[config.mk]
export PLATFORM = sky130hd
export DESIGN_NAME = mem_arbiter
export DESIGN_NICKNAME = d
export VERILOG_FILES = /design/src/rtl/mem_arbiter.sv
export SDC_FILE = /design/constraint.sdc
export NUM_CORES = 1
export LEC_CHECK = 0
export ABC_AREA = 1
export CAP_MARGIN = 25
export CORE_UTILIZATION = 40
export DETAILED_ROUTE_END_ITERATION = 7
export DONT_BUFFER_PORTS = 1
export SLEW_MARGIN = 20
export SYNTH_ARGS = -nofsm -noshare
export SYNTH_HDL_FRONTEND = slang
export SYNTH_SLANG_ARGS = --single-unit
[constraint.sdc]
create_clock -name CLK -period 1.72 [get_ports CLK]
set_input_delay 0.344 -clock CLK [delete_from_list [all_inputs] [get_ports CLK]]
set_output_delay 0.344 -clock CLK [all_outputs]
set_load 0.005 [all_outputs]
[src/rtl/mem_arbiter.sv]
// rtl/mem_arbiter.sv - two-master round-robin arbiter in front of a single-port data memory
module mem_arbiter #(
    parameter int AW = 8,
    parameter int DW = 32
) (
    input  logic          CLK,
    input  logic          Resetn,
    input  logic          m0_req,
    input  logic          m1_req,
    input  logic          m0_we,
    input  logic          m1_we,
    input  logic [31:0]   m0_addr,
    input  logic [31:0]   m1_addr,
    input  logic [DW-1:0] m0_wdata,
    input  logic [DW-1:0] m1_wdata,
    output logic          m0_gnt,
    output logic          m1_gnt,
    output logic          m0_done,
    output logic          m1_done,
    output logic          m0_err,
    output logic          m1_err,
    output logic [DW-1:0] rdata,
    output logic [31:0]   mem_RA,
    output logic [31:0]   mem_WA,
    output logic [DW-1:0] mem_Di,
    output logic          mem_MemWr,
    input  logic [DW-1:0] mem_Do,
    output logic [15:0]   conflicts
);

    typedef enum logic [1:0] {
        ST_IDLE  = 2'd0,
        ST_SERVE = 2'd1,
        ST_RESP  = 2'd2
    } state_t;

    state_t        state_q, state_d;
    logic          owner_q, owner_d;
    logic          last_q, last_d;
    logic          we_q, we_d;
    logic [31:0]   addr_q, addr_d;
    logic [DW-1:0] wdata_q, wdata_d;
    logic [DW-1:0] rdata_q, rdata_d;
    logic [15:0]   conflicts_q, conflicts_d;

    logic in_range;
    logic serve;
    logic resp;
    logic both_req;
    logic winner;

    assign in_range = (addr_q[31:AW] == '0);
    assign serve    = (state_q == ST_SERVE);
    assign resp     = (state_q == ST_RESP);
    assign both_req = m0_req & m1_req;

    always_comb begin
        state_d     = state_q;
        owner_d     = owner_q;
        last_d      = last_q;
        we_d        = we_q;
        addr_d      = addr_q;
        wdata_d     = wdata_q;
        rdata_d     = rdata_q;
        conflicts_d = conflicts_q;
        winner      = 1'b0;

        case (state_q)
            ST_IDLE: begin
                // With contention the master that did not win last time goes next.
                winner = both_req ? ~last_q : m1_req;
                if (m0_req || m1_req) begin
                    owner_d = winner;
                    last_d  = winner;
                    we_d    = winner ? m1_we    : m0_we;
                    addr_d  = winner ? m1_addr  : m0_addr;
                    wdata_d = winner ? m1_wdata : m0_wdata;
                    state_d = ST_SERVE;
                end
                if (both_req && (conflicts_q != 16'hFFFF)) begin
                    conflicts_d = conflicts_q + 16'd1;
                end
            end
            ST_SERVE: begin
                state_d = ST_RESP;
                if (!in_range) begin
                    rdata_d = '0;
                end else if (!we_q) begin
                    rdata_d = mem_Do;
                end
            end
            ST_RESP: begin
                state_d = ST_IDLE;
            end
            default: begin
                state_d = ST_IDLE;
            end
        endcase
    end

    always_ff @(posedge CLK or negedge Resetn) begin
        if (!Resetn) begin
            state_q     <= ST_IDLE;
            owner_q     <= 1'b0;
            last_q      <= 1'b1;
            we_q        <= 1'b0;
            addr_q      <= '0;
            wdata_q     <= '0;
            rdata_q     <= '0;
            conflicts_q <= '0;
        end else begin
            state_q     <= state_d;
            owner_q     <= owner_d;
            last_q      <= last_d;
            we_q        <= we_d;
            addr_q      <= addr_d;
            wdata_q     <= wdata_d;
            rdata_q     <= rdata_d;
            conflicts_q <= conflicts_d;
        end
    end

    // Write enable is decoded from state so an async reset kills it before the memory's negedge.
    assign mem_MemWr = serve & we_q & in_range;
    assign mem_RA    = addr_q;
    assign mem_WA    = addr_q;
    assign mem_Di    = wdata_q;

    assign m0_gnt  = serve & ~owner_q;
    assign m1_gnt  = serve &  owner_q;
    assign m0_done = resp  & ~owner_q;
    assign m1_done = resp  &  owner_q;
    assign m0_err  = resp  & ~owner_q & ~in_range;
    assign m1_err  = resp  &  owner_q & ~in_range;

    assign rdata     = rdata_q;
    assign conflicts = conflicts_q;

endmodule

* Yosys cells after proc, flatten, opt, wreduce, memory -nomap -nowiden *
Cells that the tools add are included.

storage, ports and cells
  flip-flop bits (word level) = 117
  output and inout bits = 151
  word-level logic and storage cells = 41

cells by class
  $add $sub $neg = 1
  eq/ne operators = 5
  mux-type cells = 8
  bitwise gates (word level) = 12
  reductions and logical operators = 7

operators by type and width
  cell                     count
  $mux W32                 4
  $logic_not A24 Y1        1
  $add A16 B1 Y16 const B  1
  $ne A16 B16 Y1 const B   1
  $and A1 B1 Y1            9
  $reduce_and A2 Y1        3
  $ne A2 B2 Y1 const B     2
  $pmux W2 S2              1
  $not A1 Y1               3
  $eq A2 B1 Y1 const B     1
  $eq A2 B2 Y1 const B     1
  $logic_not A2 Y1         1
  $mux W1                  2
  $mux W2                  1
  $logic_and A1 B1 Y1      1
  $logic_or A1 B1 Y1       1

* Depth between registers and ports, before layout *
  depth in word-level cells = 3
  mapped depth = 10
  depth with buffers taken out = 9

* Worst setup path before layout *
Ideal clock, no wire load.

  path type = register to register
  start point = register conflicts_q[0], in the netlist conflicts[0]
  end point = register conflicts_q[13], in the netlist conflicts[13]
  data arrival time = 1.350 ns
  setup slack = 0.253 ns
  stages on the path, launching flop included = 11
  path buffers = 1
  period minus slack after synthesis = 1.467 ns
  cell sequence = dfrtp_1 > ha_1 > nand2_1 > nor2_4 > nand2_4 > nor2_4 > nor2_4 > buf_6 > nand2_1 > nand2_1 > nand2_1

on the way
  word-level cells in the longest chain between the ends = 3

ends and longest elaborated chain
  what                                                                     RTL line  RTL
  from (decl)                                                              44        logic [15:0] conflicts_q, conflicts_d;
  from (signal assigned)                                                   119       conflicts_q <= conflicts_d;
  parallel branches: the longest is 3 deep, another holds $add A16 B1 Y16  --

Parallel ways; which one is timed is not known.
A chain may end at the register's enable or synchronous reset.

* Worst setup path in the final report *
  start point = register addr_q[14], in the netlist mem_RA[14]
  end point = output mem_MemWr

on the way
  word-level cells in the longest chain between the ends = 2

ends and longest elaborated chain
  what                    RTL line  RTL
  from (decl)             41        logic [31:0] addr_q, addr_d;
  from (signal assigned)  116       addr_q <= addr_d;
  $logic_not A24 Y1       52        assign in_range = (addr_q[31:AW] == '0);
  $and A1 B1 Y1           124       assign mem_MemWr = serve & we_q & in_range;
  to (decl)               26        output logic mem_MemWr,

Every way passes these cells.

==> impl_metrics.ini <==
[run_status]
status = finished with violations
violations = negative hold slack, negative setup slack

[place]
pre_cts_ws_ps = 22.8
port_buffers = 0
routabilityCongestion = 0.853
place_inst = 860
dp_hpwl_um = 11000

[critical_path]
cp.arrival_ps = 1640
cp_max_fo = 2
crit_path_start_kind = flip-flop
worst_r2r_endpoint = rdata[12]$_DFFE_PN0P_
path_class = reg2out
reg2reg_slack_ps = 30
crit_required_ps = 1380
worst_setup_path_end_kind = output pin
r2r_cells = 11
crit_path_start = mem_RA[14]$_DFFE_PN0P_
worstReg2RegStart = mem_RA[16]$_DFFE_PN0P_

[sta]
holdWs_ps = -377
fmax_ghz = 0.505
period_needed_ps = 1980
drv_slew = 0
clock_skew_ps = 14.4
fin_crit_sh = 1.15
fin_ws_ps = -260
worstMarginPinSlew_ps = 393
tns_ps = -696
hold_viol_final = 117
setup_violations = 3
rsz0062_at_grt = yes
relSlewSlack = 0.736

[power_and_ir_drop]
power.leakage_nw = 3.16
power_density_nw_per_um2 = 1770
peakVddDrop_uv = 809

[yosys]
synth_cell_types = 29
async_reset_ff_frac = 1.00
syn_nets = 874
ys_ff_latch = 117
synth_largest_area_cell = dfrtp_1
synth-main-ff-cell = dfrtp_1
synth.most_common_cell = nand2_1
synth_top_area_share = 0.504
synth_area_leaders = dfrtp_1 50%, nand2_1 17%, a31oi_1 6.9%
avgSynthCellArea_um2 = 8.15
synth.cell_area_um2 = 5760
yosysWarnings = 0
ys_seq_area_frac = 0.508
synth_cells = 707
synth_edf_count = 0
yosys-top-cells-count = 259 x nand2_1, 116 x dfrtp_1, 90 x nor2_1

[floorplanning]
die_w_um = 122
core_um2 = 14000
dieArea_um2 = 14900
die_h_um = 122
placementRows = 43
start_util = 0.412
ios = 317

[route]
drt_iter0_markers = 314
first_pass_iters = 5
routed_wl_um = 15400
ant_nets = 0
drt-wirelength-per-cell_um = 17.1
drc_errors = 0
viasPerCell = 5.41
vias = 4876

[global_route]
grt_usage = 0.209
gr-total-overflow = 0
antenna_found_initial = 0
grt_pass1_vias = 4577
grt_max_degree = 118
grt_pass1_wl_um = 23400

[clock_network]
clock_path_buffers = 2
cts-buffers-inserted = 17
clk_latency_ps = 420
cts.sinks = 117
clk_pin_slew_ps = 50
cts-htree-levels = 4
root_buffer = clkbuf_16
tritoncts = yes

[final_layout]
drive_above_1_share = 0.169
areaGrowthSynthToFinish_pct = 17.4
num_antenna_cells = 0
final_nets = 876
finish.utilization = 0.484
layout.cells.non_filler = 902

[flow_run]
maxCapViolCount = 0

[worst_hold_path]
hp-class = in2async
-- final cells by class --
type                    count  area [µm²]
repair buffers             56         532
clock inverters            13         204
multi-input cells         496        2340
clock buffers              19         453
inverters                  21        78.8
well taps                 180         225
fillers                  1354        7220
flip-flops and latches    117        2930
-- layer usage --
metal	part of all wire	GRT usage	wire, µm
met1	0.40	0.246	6130
met4	0.018	0.0941	277
met2	0.51	0.346	7870
met3	0.072	0.0655	1110
met5	0	0	0
-- critical path: stages, from the launching register on --
cell and delay [ps]:
dfrtp_1 390, nor2_2 150, nand2_2 80, nor2_4 120, buf_4 110, nand4_1 170
nor2_2 190
-- cells by family after synthesis --
group,Yosys count,synth area share
compound gates,71,0.0758
xor+xnor,7,0.0106
fa+ha+maj,1,0.00217
buf+inv,94,0.0942
flops,117,0.508
simple gates,417,0.309
-- power by group --
part	internal, mW	switching [mW]
clock network	2.64	1.28
registers	3.65	0.717
logic	1.42	2.29
total	7.71	4.28
-- stage by stage --
stage	power [mW]	instance area (µm²)	hold slack, ps
6_report	12.0	6760	-377
5_1_grt	12.7	6760	-407
2_1_floorplan	7.15	5760	48.4
4_1_cts	12.0	6640	-399
3_3_place_gp	7.96	5950	50.6
3_5_place_dp	8.07	5950	51.0
-- worst max path at each step --
stage	to	depth (start not counted)	slack (ps)
final	mem_MemWr	6	-260
after CTS	m1_err	9	-310
after global routing	mem_MemWr	6	-400
after detailed placement	m1_err	9	20
after floorplan	conflicts[13]$_DFFE_PN0P_	10	250
after global placement	m1_err	9	50
-- flip-flops by register name (all words and copies together) (netlist names) --
signal     flops
rdata         32
last_q         1
mem_RA        32
conflicts     16
we_q           1
state_q        2
mem_Di        32
owner_q        1
-- layout by cell type (no fill, tap or decap), types with 3 or more instances in the layout --
cell	count
nand2_1	255
dfrtp_1	115
nor2_1	83
a31oi_1	64
buf_4	45
nand4_1	39
clkbuf_16	18
inv_1	17
nor2_4	9
nor2_2	8
nand3_1	6
xnor2_1	6
buf_12	6
nand2_2	5
o21ai_0	5
bufinv_16	5
inv_2	4
clkinvlp_4	4
nor3_1	3
nand3b_1	3
clkinv_2	3
buf_6	3
-- repair_timing --
action                                 4_1_cts  5_1_grt
setup endpoints to repair                    3       43
buffers inserted                             3        9
endpoints found under the hold margin      117      117
gates cloned                                 0        1
gates resized for setup                      5       21
pin swaps                                    3        7
Power figures use the tool's default switching activity.
